## src/rtl/cim_pkg.sv

```systemverilog
// -----------------------------------------------------------------------------
// cim_pkg
// Shared types and helpers for the CIM input-side blocks.
//   t_cim_rx_state : receiver FSM states (load vector, stream planes, wait done)
//   idx_width(n)   : width of an index over n items, never less than 1 bit
// -----------------------------------------------------------------------------
package cim_pkg;

  typedef enum logic [1:0] {
    S_LOAD,
    S_STREAM,
    S_WAIT
  } t_cim_rx_state;

  function automatic int idx_width(input int n);
    return (n <= 1) ? 1 : $clog2(n);
  endfunction

endpackage

```

## src/rtl/cim_rx_bitplane.sv

```systemverilog
// -----------------------------------------------------------------------------
// cim_rx_bitplane
// Combinational bit-plane extraction from the crossbar row buffer.
//   i_rows      : row buffer, one datatype_size element per crossbar row
//   i_bit_idx   : plane index b to extract
//   o_plane     : bit r = bit b of row r; rows >= input_rows always read 0
//   o_all_zero  : 1 when every bit of o_plane is 0
// -----------------------------------------------------------------------------
module cim_rx_bitplane
  import cim_pkg::*;
#(
  parameter int datatype_size = 8,
  parameter int xbar_size     = 256,
  parameter int input_rows    = 45,
  localparam int BW           = idx_width(datatype_size)
) (
  input  logic [datatype_size-1:0] i_rows [xbar_size],
  input  logic [BW-1:0]            i_bit_idx,
  output logic [xbar_size-1:0]     o_plane,
  output logic                     o_all_zero
);

  always_comb begin
    // NOTE: every output gets a default before the loop so no latch is inferred.
    o_plane = '0;
    for (int r = 0; r < input_rows; r++) begin
      o_plane[r] = i_rows[r][i_bit_idx];
    end
    o_all_zero = ~|o_plane;
  end

endmodule

```

## src/rtl/cim_input_rx.sv

```systemverilog
// -----------------------------------------------------------------------------
// cim_input_rx
// Receiving end of the CIM input-write interface. Captures one input vector
// into a crossbar-wide row buffer, streams it bit-serially (LSB plane first)
// to the crossbar, then holds busy until the output side reports compute done.
//
// Ports
//   clk, rst_n      : clock, asynchronous active-low reset
//   i_we/i_addr/i_data : row write from the convolution controller
//   o_busy          : vector captured / in compute; writes are dropped
//   o_plane         : current bit-plane (0 whenever o_plane_valid is 0)
//   o_plane_valid   : o_plane/o_bit_idx valid
//   o_bit_idx       : index of presented plane
//   i_plane_ack     : crossbar consumed the presented plane
//   i_compute_done  : output side finished accumulating the vector
//   o_overrun       : sticky, a write arrived while busy
//
// Configuration macro
//   CIM_RX_ZERO_SKIP_EN : all-zero planes are skipped without presentation,
//                         one plane per cycle; if no non-zero plane remains
//                         the FSM goes straight to S_WAIT.
// -----------------------------------------------------------------------------
module cim_input_rx
  import cim_pkg::*;
#(
  parameter int datatype_size = 8,
  parameter int xbar_size     = 256,
  parameter int input_rows    = 45,
  localparam int AW           = idx_width(xbar_size),
  localparam int BW           = idx_width(datatype_size)
) (
  input  logic                     clk,
  input  logic                     rst_n,
  input  logic                     i_we,
  input  logic [AW-1:0]            i_addr,
  input  logic [datatype_size-1:0] i_data,
  output logic                     o_busy,
  output logic [xbar_size-1:0]     o_plane,
  output logic                     o_plane_valid,
  output logic [BW-1:0]            o_bit_idx,
  input  logic                     i_plane_ack,
  input  logic                     i_compute_done,
  output logic                     o_overrun
);

  localparam int             CW        = $clog2(input_rows + 1);
  localparam logic [CW-1:0]  ROWS_LAST = CW'(input_rows - 1);
  localparam logic [AW:0]    ROWS_LIM  = (AW + 1)'(input_rows);
  localparam logic [BW-1:0]  LAST_BIT  = BW'(datatype_size - 1);

  t_cim_rx_state            state_q, state_d;
  logic [CW-1:0]            count_q, count_d;
  logic [BW-1:0]            bit_idx_q, bit_idx_d;
  logic                     busy_q, busy_d;
  logic                     plane_valid_q, plane_valid_d;
  logic                     overrun_q, overrun_d;
  logic [datatype_size-1:0] buf_q [xbar_size];
  logic [datatype_size-1:0] buf_d [xbar_size];

  logic [xbar_size-1:0]     plane;
  logic                     present;

`ifdef CIM_RX_ZERO_SKIP_EN
  logic                     plane_zero;
  logic [datatype_size-1:0] col_nz;
  logic                     more_planes;
`else
  logic                     unused_plane_zero;
`endif

  cim_rx_bitplane #(
    .datatype_size (datatype_size),
    .xbar_size     (xbar_size),
    .input_rows    (input_rows)
  ) u_bitplane (
    .i_rows     (buf_q),
    .i_bit_idx  (bit_idx_q),
    .o_plane    (plane),
`ifdef CIM_RX_ZERO_SKIP_EN
    .o_all_zero (plane_zero)
`else
    .o_all_zero (unused_plane_zero)
`endif
  );

`ifdef CIM_RX_ZERO_SKIP_EN
  // col_nz[b] is set when plane b has any 1 bit; more_planes tells whether a
  // non-zero plane exists above the current index.
  always_comb begin
    col_nz = '0;
    for (int r = 0; r < input_rows; r++) begin
      col_nz = col_nz | buf_q[r];
    end
    more_planes = 1'b0;
    for (int b = 0; b < datatype_size; b++) begin
      if (b > int'(bit_idx_q)) more_planes = more_planes | col_nz[b];
    end
  end
`endif

  always_comb begin
    state_d       = state_q;
    count_d       = count_q;
    bit_idx_d     = bit_idx_q;
    busy_d        = busy_q;
    plane_valid_d = plane_valid_q;
    buf_d         = buf_q;
    overrun_d     = overrun_q | (i_we & busy_q);

    case (state_q)
      S_LOAD: begin
        if (i_we) begin
          buf_d[i_addr] = i_data;
          // Rows outside the vector are stored but never complete it.
          if ({1'b0, i_addr} < ROWS_LIM) begin
            count_d = count_q + 1'b1;
            if (count_q == ROWS_LAST) begin
              state_d       = S_STREAM;
              busy_d        = 1'b1;
              plane_valid_d = 1'b1;
              bit_idx_d     = '0;
            end
          end
        end
      end

      S_STREAM: begin
`ifdef CIM_RX_ZERO_SKIP_EN
        if (plane_zero || i_plane_ack) begin
          if (more_planes) begin
            bit_idx_d = bit_idx_q + 1'b1;
          end else begin
            state_d       = S_WAIT;
            plane_valid_d = 1'b0;
            bit_idx_d     = '0;
          end
        end
`else
        if (i_plane_ack) begin
          if (bit_idx_q == LAST_BIT) begin
            state_d       = S_WAIT;
            plane_valid_d = 1'b0;
            bit_idx_d     = '0;
          end else begin
            bit_idx_d = bit_idx_q + 1'b1;
          end
        end
`endif
      end

      S_WAIT: begin
        if (i_compute_done) begin
          state_d = S_LOAD;
          busy_d  = 1'b0;
          count_d = '0;
          for (int r = 0; r < xbar_size; r++) buf_d[r] = '0;
        end
      end

      default: state_d = S_LOAD;
    endcase
  end

  always_ff @(posedge clk or negedge rst_n) begin
    if (!rst_n) begin
      state_q       <= S_LOAD;
      count_q       <= '0;
      bit_idx_q     <= '0;
      busy_q        <= 1'b0;
      plane_valid_q <= 1'b0;
      overrun_q     <= 1'b0;
      // NOTE: the row buffer must read 0 after reset, so it is a reset flop
      // array rather than a RAM macro.
      for (int r = 0; r < xbar_size; r++) buf_q[r] <= '0;
    end else begin
      // NOTE: non-blocking assignments keep every flop sampling pre-edge values.
      state_q       <= state_d;
      count_q       <= count_d;
      bit_idx_q     <= bit_idx_d;
      busy_q        <= busy_d;
      plane_valid_q <= plane_valid_d;
      overrun_q     <= overrun_d;
      for (int r = 0; r < xbar_size; r++) buf_q[r] <= buf_d[r];
    end
  end

`ifdef CIM_RX_ZERO_SKIP_EN
  assign present = plane_valid_q & ~plane_zero;
`else
  assign present = plane_valid_q;
`endif

  assign o_busy        = busy_q;
  assign o_plane_valid = present;
  assign o_plane       = present ? plane : '0;
  assign o_bit_idx     = bit_idx_q;
  assign o_overrun     = overrun_q;

endmodule
```

## config.mk

```make
export PLATFORM = sky130hd
export DESIGN_NAME = cim_input_rx
export DESIGN_NICKNAME = d
export VERILOG_FILES = /design/src/rtl/cim_pkg.sv /design/src/rtl/cim_rx_bitplane.sv /design/src/rtl/cim_input_rx.sv
export SDC_FILE = /design/constraint.sdc
export NUM_CORES = 1
export LEC_CHECK = 0
export ABC_CLOCK_PERIOD_IN_PS = 2400
export CAP_MARGIN = 20
export CORE_AREA = 2 2 224 171
export DETAILED_ROUTE_END_ITERATION = 7
export DIE_AREA = 0 0 226 173
export PLACE_DENSITY_LB_ADDON = 0.25
export SYNTH_ARGS = -nofsm -noshare
export SYNTH_HDL_FRONTEND = slang
export SYNTH_SLANG_ARGS = --single-unit
export TNS_END_PERCENT = 100
```

## constraint.sdc

```tcl
create_clock -name clk -period 2.4 [get_ports clk]
set_clock_uncertainty 0.05 [all_clocks]
set_input_delay 0.24 -clock clk [delete_from_list [all_inputs] [get_ports clk]]
set_output_delay 0.24 -clock clk [all_outputs]
set_load 0.02 [all_outputs]
```

Yosys cells after proc, flatten, opt, wreduce, memory -nomap -nowiden
Index checks and enable logic that the tools add are counted.

Register bits: 2062. Input bits: 21. Output and inout bits: 262. Logic and storage cells: 413.

Add/sub/neg operators: 2. Order comparisons: 4. Eq/ne operators: 10. Mux-type cells: 122. Bitwise gates (word level): 3. Reduce and logical (&&, ||, !) cells: 10.

Operators by type and width (count): $mux 2048 (2); $pmux 2048 s2 (1); $bwmux 2048 (1); $bmux 1 s3 (45); $demux 8 s8 (1); $mux 1 (51); $mux 45 (1); $mux 6 (3); $mux 3 (5); $mux 2 (6); $ne 2x2->1 const B (6); $pmux 6 s2 (1); $reduce_and 6->1 (2); $reduce_and 5->1 (2); $ge 9x9->1 const B (1); $lt 9x1->1 const B (1); $not 8->9 (1); $lt 8x6->1 const B (1); $mux 8 (1); $add 6x1->6 const B (1); $eq 6x6->1 const B (1); $pmux 2 s3 (1); $pmux 3 s2 (1); $lt 3x4->1 const B (1); other kinds (12) (14).

Logic depth before layout (Yosys ltp)
Word-level depth: 8. Gate-level depth with buffers: 9. Gate-level depth less buffers: 6.

By module
A second synthesis with hierarchy kept.

Cell total of the unflattened synthesis: 5836. Area, all modules: 82341.5 sq um.

By module, submodules not included: cim_input_rx (times used 1, cells an instance 5379, area an instance 77800.9 sq um); cim_rx_bitplane (times used 1, cells an instance 457, area an instance 4540.6 sq um).

Worst setup path before layout
Ideal clock, no wire load.

Path kind: register to output. Start point: register bit_idx_q[0] (netlist: o_bit_idx[0]). End point: output o_plane[16]. Data arrival time: 2.071 ns. Slack: 0.039 ns. Cell stages (with the launch flop): 6. Path buffers: 2. Cell sequence: dfrtp_1 -> clkbuf_1 -> buf_1 -> mux4_2 -> mux2i_1 -> nor2b_1.

Cells in the longest elaborated chain, start to end: 3.

RTL lines: start, declared (RTL line cim_input_rx.sv:53) `logic [BW-1:0] bit_idx_q, bit_idx_d;`; start signal, assigned (RTL line cim_input_rx.sv:179) `bit_idx_q <= bit_idx_d;`; $bmux 1 s3 (RTL line cim_rx_bitplane.sv:27) `o_plane[r] = i_rows[r][i_bit_idx];`; $mux 1 (not written as such) (RTL line cim_rx_bitplane.sv:27); $mux 45 (RTL line cim_input_rx.sv:195) `assign o_plane = present ? plane : '0;`; end, declared (RTL line cim_input_rx.sv:38) `output logic [xbar_size-1:0] o_plane,`.

No other way between the ends. The select of a mux whose other input is x is not followed.

Worst setup path in the final report
Start point: register bit_idx_q[0] (netlist: o_bit_idx[0]). End point: output o_plane[26].

The elaborated chain is that of the path after synthesis.

==> out/results.ini <==
[run_status]
outcome=complete, but fails checks
violations=setup timing

[run]
cap_violations=0

[critical_path]
worstSetupStartpointType=flip-flop
crit_arrival_ns=2.35
crit_type=reg -> out
reg2reg_setup_slack_ns=0.21
end_kind=output port
required_ns=2.11
r2r-end=buf_q[1745]$_DFFE_PN0P_
cp_max_fo=6
reg2reg_depth=5
r2r-start=state_q[0]$_DFFE_PN0P_

[cts]
clk_path_buf_depth=3
clkTransAtPathRegs_ns=0.06
h-tree-depth=2
cts_tree=built
insertion_delay_ns=0.53
clkSinkCount=374
cts_buffers=39
cts_root_buf=clkbuf_16

[timing]
hold_slack_ns=0.236
fmax_ghz=0.379
rsz0062_at_grt=yes
tightest_slew_ns=0.880
finalSetupViolations=45
layout_setup_ws_ns=-0.236
tns_ns=-7.38
post-route-min-period_ns=2.64
slew_headroom_pct=41.1
final_hold_viol_count=0
slew_viol_final=0
period_share_pct=110

[floorplanning]
dieHeight_um=173
rows=61
die_x_um=226
dieArea_sq_mm=0.0391
initial_core_util_pct=51.6
pin_count=283
coreArea_sq_mm=0.0367

[synthesis]
syn_area_sq_mm=0.0189
synth.avg_cell_area_sq_um=11.4
ys_types=53
synth_edf_count=0
ys_warn_count=0
synth_top_flop_cell=dfrtp_1
synth-seq-cells=374
synth_seq_area_share_pct=49.4
syn-instance-count=1654
async_flop_share_pct=100

[layout]
final_cell_mix=dfrtp_1, conb_1, nand2_1, o21ai_0, a22o_1
layout.nets=1832
postLayoutCoreUtil_pct=60.2
layout_commonest_cell=dfrtp_1
layout-drive-gt1-share_pct=22.2
area_growth_syn_to_layout_pct=16.8

[drt]
totalWireLength_um=50100
wl_per_cell_um=21.4
vias=13500
ant_nets=0
firstDrtPassIters=8
drc=0
drt_iter0_markers=1185
drt-vias-per-instance=5.78

[grt]
grt_max_degree=97
antenna_found_initial=2
overflow=0
track_usage_pct=25.8
grt_pass1_wl_um=78200
first_global_vias=13500

[power_and_ir_drop]
ir_drop_mv=0.669
p_per_area_mw_per_mm2=646
leakage_nw=9.76

[min_path]
hold_path.class=in -> async

[place]
place_congestion=0.813
hpwl_um=30400
port_buffers=71

-- worst max path at each step --
stage,start,endpoint,slack [ns],cells past startpoint
4_1_cts,o_bit_idx[0]$_DFFE_PN0P_,o_plane[31],-0.31,8
6_report,o_bit_idx[0]$_DFFE_PN0P_,o_plane[26],-0.24,7
3_3_place_gp,o_bit_idx[0]$_DFFE_PN0P_,o_plane[44],-0.11,5
2_1_floorplan,o_bit_idx[0]$_DFFE_PN0P_,o_plane[16],0.04,5
3_5_place_dp,i_addr[4],buf_q[1764]$_DFFE_PN0P_,-0.15,5
5_1_grt,o_bit_idx[0]$_DFFE_PN0P_,o_plane[10],-0.29,7
-- area by class of cell --
type                            count  area [sq um]
Fill cell                        2946         14600
Sequential cell                   374          9370
Multi-Input combinational cell   1157          8370
Timing Repair Buffer              230          2460
Clock buffer                       53          1100
Tap cell                          504           631
Clock inverter                     14           158
Inverter                            5          18.8
Antenna cell                        2          5.00
-- where the power goes --
| group | internal (mW) | switching (mW) |
|---|---|---|
| Combinational | 0.488 | 0.940 |
| Clock | 3.53 | 2.52 |
| Sequential | 6.62 | 0.193 |
| Total | 10.6 | 3.65 |
-- worst max-delay path, stage by stage (launching register included) --
cell and delay, ns:
dfrtp_4 0.47, buf_12 0.16, buf_4 0.16, buf_16 0.13, mux4_2 0.48, mux2i_1 0.16
nor2b_1 0.09, buf_2 0.16
-- state kept, by name (all words and copies together) (netlist names) --
name / flops
buf_q: 360
count_q: 6
o_bit_idx: 3
state_q: 2
o_busy: 1
o_overrun: 1
o_plane_valid: 1
-- cells in the mapped netlist (7+ instances only) --
master     number  area, sq um
and2_1         12         75.1
mux2i_1        60          601
nand2_1       200          751
o2bb2ai_1       8         70.1
a22o_1        146         1280
buf_2          33          165
mux4_2         90         2030
nand4_1         8         50.1
a21oi_2         7         61.3
o21ai_0       178          891
dfrtp_1       374         9360
buf_4         213         1600
o22ai_1        23          144
clkbuf_1       73          274
a41oi_1        14          123
nand3_1        67          335
a21oi_1        15         75.1
nor2b_1        47          294
-- layer usage --
metal	GRT usage [%]	share of wire, %	vias up
li1	-	-	5918
met1	38.4	44	6893
met2	38.1	46	625
met3	5.91	8.6	85
met4	6.82	2.0	0
met5	0	0	-
-- metrics by stage --
stage	instance area (sq um)	std cells	setup WS (ns)	power (mW)
global route	22100	2338	-0.286	14.8
floorplan	19700	1864	0.0385	8.01
finish	22100	2339	-0.236	14.3
global placement	20500	2244	-0.113	8.27
detailed placement	20500	2244	-0.147	8.31
CTS	22100	2338	-0.305	14.4
-- cells by family after synthesis --
kind of cell	synth area share (%)
AO/OA/AOI/OAI	14.3
other	0.0198
buffers and inverters	11.2
AND/OR/NAND/NOR	10.9
multiplexers	13.9
adder cells (fa/ha/maj)	0.264
flip-flops	49.4
-- repair_timing --
| item | CTS | global route |
|---|---|---|
| buffers inserted | 21 | 2 |
| setup endpoints to repair | 47 | 47 |
| hold buffers | 1 | 0 |
| endpoints found under the hold margin | 57 | 0 |
| gates cloned | 6 | 0 |
| gates resized for setup | 203 | 19 |
Note: power is estimated with default switching activity, not from simulation.
